<file path="config.mk">
export PLATFORM = sky130hd
export DESIGN_NAME = id_stage_flat
export DESIGN_NICKNAME = d
export VERILOG_FILES = /design/src/rtl/id_stage_if.sv /design/src/rtl/id_stage.sv /design/src/flat_wrapper.sv
export SDC_FILE = /design/constraint.sdc
export NUM_CORES = 1
export LEC_CHECK = 0
export ABC_AREA = 0
export ABC_CLOCK_PERIOD_IN_PS = 2230
export CORE_MARGIN = 3
export CORE_UTILIZATION = 41
export DETAILED_ROUTE_END_ITERATION = 8
export PLACE_DENSITY = 0.81
export SETUP_SLACK_MARGIN = 0.5
export SLEW_MARGIN = 20
export SYNTH_ARGS = -nofsm -noshare
export SYNTH_HDL_FRONTEND = slang
export SYNTH_SLANG_ARGS = --single-unit
</file>
<file path="constraint.sdc">
create_clock -name clk -period 2.23 [get_ports clk]
set_input_delay 0.3345 -clock clk [delete_from_list [all_inputs] [get_ports clk]]
set_output_delay 0.3345 -clock clk [all_outputs]
set_load 0.005 [all_outputs]
</file>
<file path="src/rtl/id_stage_if.sv">
// Signal bundle between the ID stage and its IF, register-file, EX/MEM and ID/EX neighbours.
// The slave modport is the decode stage; master is the surrounding pipeline.
interface id_stage_if #(
    parameter int unsigned XLEN     = 32,
    parameter int unsigned REG_ADDR = 5
);
    logic                if_valid;
    logic [XLEN-1:0]     if_pc;
    logic [31:0]         if_inst;
    logic                stall_in;
    logic                flush;

    logic                rf_re1;
    logic                rf_re2;
    logic [REG_ADDR-1:0] rf_raddr1;
    logic [REG_ADDR-1:0] rf_raddr2;
    logic [XLEN-1:0]     rf_rdata1;
    logic [XLEN-1:0]     rf_rdata2;

    logic                ex_we;
    logic [REG_ADDR-1:0] ex_waddr;
    logic [XLEN-1:0]     ex_wdata;
    logic                ex_is_load;
    logic                mem_we;
    logic [REG_ADDR-1:0] mem_waddr;
    logic [XLEN-1:0]     mem_wdata;

    logic                stall_req;
    logic                id_valid;
    logic [XLEN-1:0]     id_pc;
    logic [6:0]          id_opcode;
    logic [2:0]          id_funct3;
    logic                id_funct7b5;
    logic [XLEN-1:0]     id_rs1_val;
    logic [XLEN-1:0]     id_rs2_val;
    logic [XLEN-1:0]     id_imm;
    logic [REG_ADDR-1:0] id_rd;
    logic                id_we;

    modport slave (
        input  if_valid, if_pc, if_inst, stall_in, flush,
        input  rf_rdata1, rf_rdata2,
        input  ex_we, ex_waddr, ex_wdata, ex_is_load,
        input  mem_we, mem_waddr, mem_wdata,
        output rf_re1, rf_re2, rf_raddr1, rf_raddr2,
        output stall_req, id_valid, id_pc, id_opcode, id_funct3, id_funct7b5,
        output id_rs1_val, id_rs2_val, id_imm, id_rd, id_we
    );

    modport master (
        output if_valid, if_pc, if_inst, stall_in, flush,
        output rf_rdata1, rf_rdata2,
        output ex_we, ex_waddr, ex_wdata, ex_is_load,
        output mem_we, mem_waddr, mem_wdata,
        input  rf_re1, rf_re2, rf_raddr1, rf_raddr2,
        input  stall_req, id_valid, id_pc, id_opcode, id_funct3, id_funct7b5,
        input  id_rs1_val, id_rs2_val, id_imm, id_rd, id_we
    );
endinterface

</file>
<file path="src/rtl/id_stage.sv">
// RV32I decode stage: register-file read control, EX/MEM operand forwarding,
// load-use hazard detection and the ID/EX pipeline register.
module id_stage #(
    parameter int unsigned XLEN     = 32,
    parameter int unsigned REG_ADDR = 5
) (
    input logic        clk,
    input logic        rst,
    id_stage_if.slave  bus
);
    localparam logic [6:0] OpLui    = 7'b0110111;
    localparam logic [6:0] OpAuipc  = 7'b0010111;
    localparam logic [6:0] OpJal    = 7'b1101111;
    localparam logic [6:0] OpJalr   = 7'b1100111;
    localparam logic [6:0] OpBranch = 7'b1100011;
    localparam logic [6:0] OpLoad   = 7'b0000011;
    localparam logic [6:0] OpStore  = 7'b0100011;
    localparam logic [6:0] OpImm    = 7'b0010011;
    localparam logic [6:0] OpReg    = 7'b0110011;

    typedef struct packed {
        logic                valid;
        logic [XLEN-1:0]     pc;
        logic [6:0]          opcode;
        logic [2:0]          funct3;
        logic                funct7b5;
        logic [XLEN-1:0]     rs1_val;
        logic [XLEN-1:0]     rs2_val;
        logic [XLEN-1:0]     imm;
        logic [REG_ADDR-1:0] rd;
        logic                we;
    } id_ex_t;

    logic [31:0]         inst;
    logic [6:0]          opcode;
    logic [REG_ADDR-1:0] rs1;
    logic [REG_ADDR-1:0] rs2;
    logic [REG_ADDR-1:0] rd;

    logic                legal;
    logic                writes_rd;
    logic                uses_rs1;
    logic                uses_rs2;
    logic [XLEN-1:0]     imm;
    logic                re1;
    logic                re2;
    logic [XLEN-1:0]     rs1_val;
    logic [XLEN-1:0]     rs2_val;
    logic                hazard;

    id_ex_t idex_d;
    id_ex_t idex_q;

    assign inst   = bus.if_inst;
    assign opcode = inst[6:0];
    assign rs1    = inst[19:15];
    assign rs2    = inst[24:20];
    assign rd     = inst[11:7];

    always_comb begin
        legal     = 1'b1;
        writes_rd = 1'b0;
        uses_rs1  = 1'b1;
        uses_rs2  = 1'b0;
        imm       = '0;
        case (opcode)
            OpLui, OpAuipc: begin
                writes_rd = 1'b1;
                uses_rs1  = 1'b0;
                imm       = {inst[31:12], 12'b0};
            end
            OpJal: begin
                writes_rd = 1'b1;
                uses_rs1  = 1'b0;
                imm       = {{12{inst[31]}}, inst[19:12], inst[20], inst[30:21], 1'b0};
            end
            OpJalr, OpLoad, OpImm: begin
                writes_rd = 1'b1;
                imm       = {{20{inst[31]}}, inst[31:20]};
            end
            OpBranch: begin
                uses_rs2 = 1'b1;
                imm      = {{20{inst[31]}}, inst[7], inst[30:25], inst[11:8], 1'b0};
            end
            OpStore: begin
                uses_rs2 = 1'b1;
                imm      = {{20{inst[31]}}, inst[31:25], inst[11:7]};
            end
            OpReg: begin
                writes_rd = 1'b1;
                uses_rs2  = 1'b1;
            end
            default: legal = 1'b0;
        endcase
    end

    assign re1           = bus.if_valid & uses_rs1;
    assign re2           = bus.if_valid & uses_rs2;
    assign bus.rf_re1    = re1;
    assign bus.rf_re2    = re2;
    assign bus.rf_raddr1 = rs1;
    assign bus.rf_raddr2 = rs2;

    // EX is younger than MEM, so its result takes precedence.
    always_comb begin
        if (rs1 == '0) begin
            rs1_val = '0;
        end else if (bus.ex_we && bus.ex_waddr == rs1) begin
            rs1_val = bus.ex_wdata;
        end else if (bus.mem_we && bus.mem_waddr == rs1) begin
            rs1_val = bus.mem_wdata;
        end else begin
            rs1_val = bus.rf_rdata1;
        end

        if (rs2 == '0) begin
            rs2_val = '0;
        end else if (bus.ex_we && bus.ex_waddr == rs2) begin
            rs2_val = bus.ex_wdata;
        end else if (bus.mem_we && bus.mem_waddr == rs2) begin
            rs2_val = bus.mem_wdata;
        end else begin
            rs2_val = bus.rf_rdata2;
        end
    end

    assign hazard = bus.if_valid & ~bus.flush & bus.ex_is_load & bus.ex_we &
                    (bus.ex_waddr != '0) &
                    ((re1 & (bus.ex_waddr == rs1)) | (re2 & (bus.ex_waddr == rs2)));
    assign bus.stall_req = hazard;

    always_comb begin
        idex_d = idex_q;
        if (bus.flush) begin
            idex_d = '0;
        end else if (!bus.stall_in) begin
            if (hazard || !(bus.if_valid && legal)) begin
                idex_d = '0;
            end else begin
                idex_d.valid    = 1'b1;
                idex_d.pc       = bus.if_pc;
                idex_d.opcode   = opcode;
                idex_d.funct3   = inst[14:12];
                idex_d.funct7b5 = inst[30];
                idex_d.rs1_val  = rs1_val;
                idex_d.rs2_val  = rs2_val;
                idex_d.imm      = imm;
                idex_d.rd       = rd;
                idex_d.we       = writes_rd & (rd != '0);
            end
        end
    end

    always_ff @(posedge clk) begin
        if (rst) begin
            idex_q <= '0;
        end else begin
            idex_q <= idex_d;
        end
    end

    assign bus.id_valid    = idex_q.valid;
    assign bus.id_pc       = idex_q.pc;
    assign bus.id_opcode   = idex_q.opcode;
    assign bus.id_funct3   = idex_q.funct3;
    assign bus.id_funct7b5 = idex_q.funct7b5;
    assign bus.id_rs1_val  = idex_q.rs1_val;
    assign bus.id_rs2_val  = idex_q.rs2_val;
    assign bus.id_imm      = idex_q.imm;
    assign bus.id_rd       = idex_q.rd;
    assign bus.id_we       = idex_q.we;
endmodule
</file>
<file path="src/flat_wrapper.sv">
// flat-port wrapper written by rule: the top's interface ports become plain ports
module id_stage_flat 
#(
    parameter int unsigned XLEN     = 32,
    parameter int unsigned REG_ADDR = 5
)
  (clk, rst, bus_if_valid, bus_if_pc, bus_if_inst, bus_stall_in, bus_flush, bus_rf_rdata1, bus_rf_rdata2, bus_ex_we, bus_ex_waddr, bus_ex_wdata, bus_ex_is_load, bus_mem_we, bus_mem_waddr, bus_mem_wdata, bus_rf_re1, bus_rf_re2, bus_rf_raddr1, bus_rf_raddr2, bus_stall_req, bus_id_valid, bus_id_pc, bus_id_opcode, bus_id_funct3, bus_id_funct7b5, bus_id_rs1_val, bus_id_rs2_val, bus_id_imm, bus_id_rd, bus_id_we);
  id_stage_if #(.XLEN(XLEN), .REG_ADDR(REG_ADDR)) bus_i ();
  input logic clk;
  input logic rst;
  input wire logic [$bits(bus_i.if_valid)-1:0] bus_if_valid;
  input wire logic [$bits(bus_i.if_pc)-1:0] bus_if_pc;
  input wire logic [$bits(bus_i.if_inst)-1:0] bus_if_inst;
  input wire logic [$bits(bus_i.stall_in)-1:0] bus_stall_in;
  input wire logic [$bits(bus_i.flush)-1:0] bus_flush;
  input wire logic [$bits(bus_i.rf_rdata1)-1:0] bus_rf_rdata1;
  input wire logic [$bits(bus_i.rf_rdata2)-1:0] bus_rf_rdata2;
  input wire logic [$bits(bus_i.ex_we)-1:0] bus_ex_we;
  input wire logic [$bits(bus_i.ex_waddr)-1:0] bus_ex_waddr;
  input wire logic [$bits(bus_i.ex_wdata)-1:0] bus_ex_wdata;
  input wire logic [$bits(bus_i.ex_is_load)-1:0] bus_ex_is_load;
  input wire logic [$bits(bus_i.mem_we)-1:0] bus_mem_we;
  input wire logic [$bits(bus_i.mem_waddr)-1:0] bus_mem_waddr;
  input wire logic [$bits(bus_i.mem_wdata)-1:0] bus_mem_wdata;
  output wire logic [$bits(bus_i.rf_re1)-1:0] bus_rf_re1;
  output wire logic [$bits(bus_i.rf_re2)-1:0] bus_rf_re2;
  output wire logic [$bits(bus_i.rf_raddr1)-1:0] bus_rf_raddr1;
  output wire logic [$bits(bus_i.rf_raddr2)-1:0] bus_rf_raddr2;
  output wire logic [$bits(bus_i.stall_req)-1:0] bus_stall_req;
  output wire logic [$bits(bus_i.id_valid)-1:0] bus_id_valid;
  output wire logic [$bits(bus_i.id_pc)-1:0] bus_id_pc;
  output wire logic [$bits(bus_i.id_opcode)-1:0] bus_id_opcode;
  output wire logic [$bits(bus_i.id_funct3)-1:0] bus_id_funct3;
  output wire logic [$bits(bus_i.id_funct7b5)-1:0] bus_id_funct7b5;
  output wire logic [$bits(bus_i.id_rs1_val)-1:0] bus_id_rs1_val;
  output wire logic [$bits(bus_i.id_rs2_val)-1:0] bus_id_rs2_val;
  output wire logic [$bits(bus_i.id_imm)-1:0] bus_id_imm;
  output wire logic [$bits(bus_i.id_rd)-1:0] bus_id_rd;
  output wire logic [$bits(bus_i.id_we)-1:0] bus_id_we;
  assign bus_i.if_valid = bus_if_valid;
  assign bus_i.if_pc = bus_if_pc;
  assign bus_i.if_inst = bus_if_inst;
  assign bus_i.stall_in = bus_stall_in;
  assign bus_i.flush = bus_flush;
  assign bus_i.rf_rdata1 = bus_rf_rdata1;
  assign bus_i.rf_rdata2 = bus_rf_rdata2;
  assign bus_i.ex_we = bus_ex_we;
  assign bus_i.ex_waddr = bus_ex_waddr;
  assign bus_i.ex_wdata = bus_ex_wdata;
  assign bus_i.ex_is_load = bus_ex_is_load;
  assign bus_i.mem_we = bus_mem_we;
  assign bus_i.mem_waddr = bus_mem_waddr;
  assign bus_i.mem_wdata = bus_mem_wdata;
  assign bus_rf_re1 = bus_i.rf_re1;
  assign bus_rf_re2 = bus_i.rf_re2;
  assign bus_rf_raddr1 = bus_i.rf_raddr1;
  assign bus_rf_raddr2 = bus_i.rf_raddr2;
  assign bus_stall_req = bus_i.stall_req;
  assign bus_id_valid = bus_i.id_valid;
  assign bus_id_pc = bus_i.id_pc;
  assign bus_id_opcode = bus_i.id_opcode;
  assign bus_id_funct3 = bus_i.id_funct3;
  assign bus_id_funct7b5 = bus_i.id_funct7b5;
  assign bus_id_rs1_val = bus_i.id_rs1_val;
  assign bus_id_rs2_val = bus_i.id_rs2_val;
  assign bus_id_imm = bus_i.id_imm;
  assign bus_id_rd = bus_i.id_rd;
  assign bus_id_we = bus_i.id_we;
  id_stage #(.XLEN(XLEN), .REG_ADDR(REG_ADDR)) u_core (.clk(clk), .rst(rst), .bus(bus_i));
endmodule
</file>
==> summary.txt <==
Status
  • Outcome: finished, final reports clean

Global route
  • Initial antenna violation count: 6
  • Met3 Use GR: 9.81%
  • Global Route met1 Usage: 41.9%
  • Largest net degree at the start of global routing: 82
  • Vias in the first global route: 8874
  • First-pass GRT wire length: 53100 µm
  • Gr busiest metal: met2
  • Met2 Usage GRT: 54.0%
  • Global-route usage over all layers: 33.7%
  • Grt ovf: 0

Critical path
  • Startpoint type of the worst setup path: primary input
  • Worst setup path category: primary input to register
  • Worst setup EP type: register
  • Crit-path max FO: 5
  • Req. time, crit path: 2550 ps
  • Crit path DAT: 2100 ps

Clocking
  • Clock Tree Buf Depth: 2
  • Worst-path clk slew: 70 ps
  • CTS H-tree lvls: 4
  • Clock root cell: clkbuf_16
  • Worst-Skew Late Latency: 440 ps
  • Cts hold-fix bufs: 0
  • Num CTS Buffers: 17
  • CTS Sinks: 146
  • CTS tree: done

Yosys
  • Synth Area in Adders: 0%
  • Post-synthesis xor/xnor area fraction: 2.41%
  • Syn Inst Count: 870
  • Mux share of post-synthesis cell area: 0.132%
  • Post-synth net total: 1080
  • Number of synthesized flops with an enable pin: 0
  • Distinct cells, synth: 51
  • Main combinational cell family by area after synthesis: compound AO/OA/AOI/OAI gates
  • Synth Area in Simple Gates: 17.3%
  • FF+latch count, synth: 146
  • Post-synthesis sequential area ratio: 38.6%
  • Async SR Flop Fraction: 0%
  • Top FF cell, synth: dfxtp_1
  • Synth Area in Compound Gates: 34.2%
  • Mapped Avg Cell Area: 8.71 µm²
  • Ys Warns: 0
  • Syn Std Cell Area: 7570 µm²

STA
  • Fin Clk Skew: 0 ps
  • Worst relative slew slack: 68.9%
  • Final Setup Violations: 0
  • Max frequency: 0.562 GHz
  • Final Hold Fails: 0
  • Period Utilization, post-route: 79.8%
  • RSZ-0062 raised after global routing: yes
  • Max-slew violations: 0
  • Tmin final: 1780 ps
  • Worst-Margin Slew: 467 ps
  • Fin worst setup slack: 450 ps

Route
  • Vias: 9503
  • Antenna-violating nets left: 0
  • WL/cell: 24.2 µm
  • DR pass1 iterations: 6
  • Vias/cell: 6.19
  • Final WL: 37100 µm
  • DR iter-0 viols: 1220
  • # DRC: 0

Floorplan
  • Die Span X: 142 µm
  • IO Count: 369
  • Die area: 20100 µm²
  • Num rows: 49
  • Core area: 18000 µm²
  • Die H: 142 µm
  • Initial Utilization: 42.0%

Final layout
  • Most common cell after layout, fill and taps aside: clkdlybuf4s50_1
  • Nets@finish: 1500
  • Design Area, Final: 13400 µm²
  • Area grow syn2layout: 76.3%
  • Leading cell types in the layout, fill and taps excluded: 333 x clkdlybuf4s50_1, 146 x dfxtp_1, 99 x nand2_1
  • Footprint of the multi-input gates: 4450 µm²
  • Filler Cell Count: 1236
  • Final core occ: 74.1%
  • Share of post-route cells with drive strength above 1: 21.0%
  • Seq. cell area: 2920 µm²
  • Final cell count without fillers: 1536

Placed design
  • Cells after DPL: 1469
  • Routability cong.: 0.926
  • Placed Area: 12100 µm²
  • HPWL after detailed placement: 24700 µm
  • Place WS: -281 ps
  • Port bufs: 368

Power and ir drop
  • PwrDens: 513 nW/µm²
  • Peak supply drop: 0.567 mV
  • P_leak: 5.13 nW

Hold path
  • Hold/Removal Path Class: primary input to register

Flow run
  • Number of max-cap violations: 0
final cells by class:
type / instances / area share, %
Sequential cell: 146 / 21.9
Inverter: 19 / 0.534
Multi-Input combinational cell: 607 / 33.3
Clock inverter: 15 / 1.35
Timing Repair Buffer: 499 / 37.5
Clock buffer: 17 / 3.19
Antenna cell: 4 / 0.0750
Tap cell: 229 / 2.15
repair_timing:
item                                    CTS  global route
gates cloned                              6             2
pin swaps                                23            35
setup buffers                            14             9
resized for setup                       113            72
endpoints found under the setup margin  156           145
through the flow:
stage          setup TNS (ps)  total power [mW]  hold WS, ps
6_report                    0              6.85          130
3_3_place_gp           -23740              3.79          433
5_1_grt                     0              7.02          127
2_1_floorplan               0              3.08          449
3_5_place_dp           -28490              3.80          438
4_1_cts                     0              6.76          152
routing by layer:
layer	vias up	wire length [µm]
met4	4	1830
met2	760	17400
met1	4472	13600
met5	-	23
met3	176	4310
li1	4091	-
synth_stat cells, drive strengths merged (2+ instances only):
| cell type | instances | area, µm² |
|---|---|---|
| a21boi | 64 | 480 |
| a21oi | 25 | 125 |
| a22o | 45 | 394 |
| a22oi | 4 | 30.0 |
| a32o | 7 | 70.1 |
| and2 | 7 | 46.3 |
| and3 | 50 | 313 |
| buf | 33 | 238 |
| clkbuf | 65 | 244 |
| dfxtp | 146 | 2920 |
| inv | 19 | 71.3 |
| nand2 | 99 | 372 |
| nand3 | 50 | 250 |
| nand3b | 18 | 135 |
| nand4 | 3 | 18.8 |
| nor2 | 10 | 37.5 |
| nor3 | 2 | 15.0 |
| nor3b | 2 | 20.0 |
| o211a | 2 | 20.0 |
| o21a | 3 | 22.5 |
| o21ai | 20 | 100 |
| o22ai | 36 | 225 |
| o31ai | 121 | 1050 |
| or2 | 2 | 12.5 |
| or4 | 3 | 22.5 |
| xnor2 | 11 | 104 |
| xor2 | 9 | 78.8 |
sequential cells by signal, indices dropped and copies added, names as in the netlist:
signal / cells
u_core.bus.id_funct3: 3
u_core.bus.id_funct7b5: 1
u_core.bus.id_imm: 32
u_core.bus.id_opcode: 7
u_core.bus.id_pc: 32
u_core.bus.id_rd: 5
u_core.bus.id_rs1_val: 32
u_core.bus.id_rs2_val: 32
u_core.bus.id_valid: 1
u_core.bus.id_we: 1
cell families (layout without fill, tap and decap cells):
family	after synthesis	after routing
AO/OA/AOI/OAI	334	334
AND/OR/NAND/NOR	252	252
flip-flops	146	146
buffers and inverters	117	550
XOR/XNOR	20	20
multiplexers	1	1
other	0	4
power by group:
group	leakage, nW	internal (mW)	switching, mW
combinational	3.66	0.654	0.585
clock	0.292	1.61	1.39
sequential	1.18	2.61	0.00359
total	5.13	4.88	1.98
critical path, stage by stage:
cell	delay, ps
clkbuf_2	140
xnor2_1	250
and3_4	240
nand4_1	120
buf_4	190
o2111ai_4	300
buf_6	200
buf_12	110
buf_16	130
o31ai_4	80
final timing paths:
kind,start,end,slack (ps),cells after the start
min reg2reg,u_core.bus.id_rs1_val[11],u_core.bus.id_rs1_val[11],450,2
max,bus_ex_waddr[4],u_core.bus.id_rs2_val[9],450,10
min,bus_if_inst[2],u_core.bus.id_opcode[2],130,2
max reg2reg,u_core.bus.id_rs2_val[25],u_core.bus.id_rs2_val[25],1510,2
Note: power is estimated with default switching activity, not from simulation.
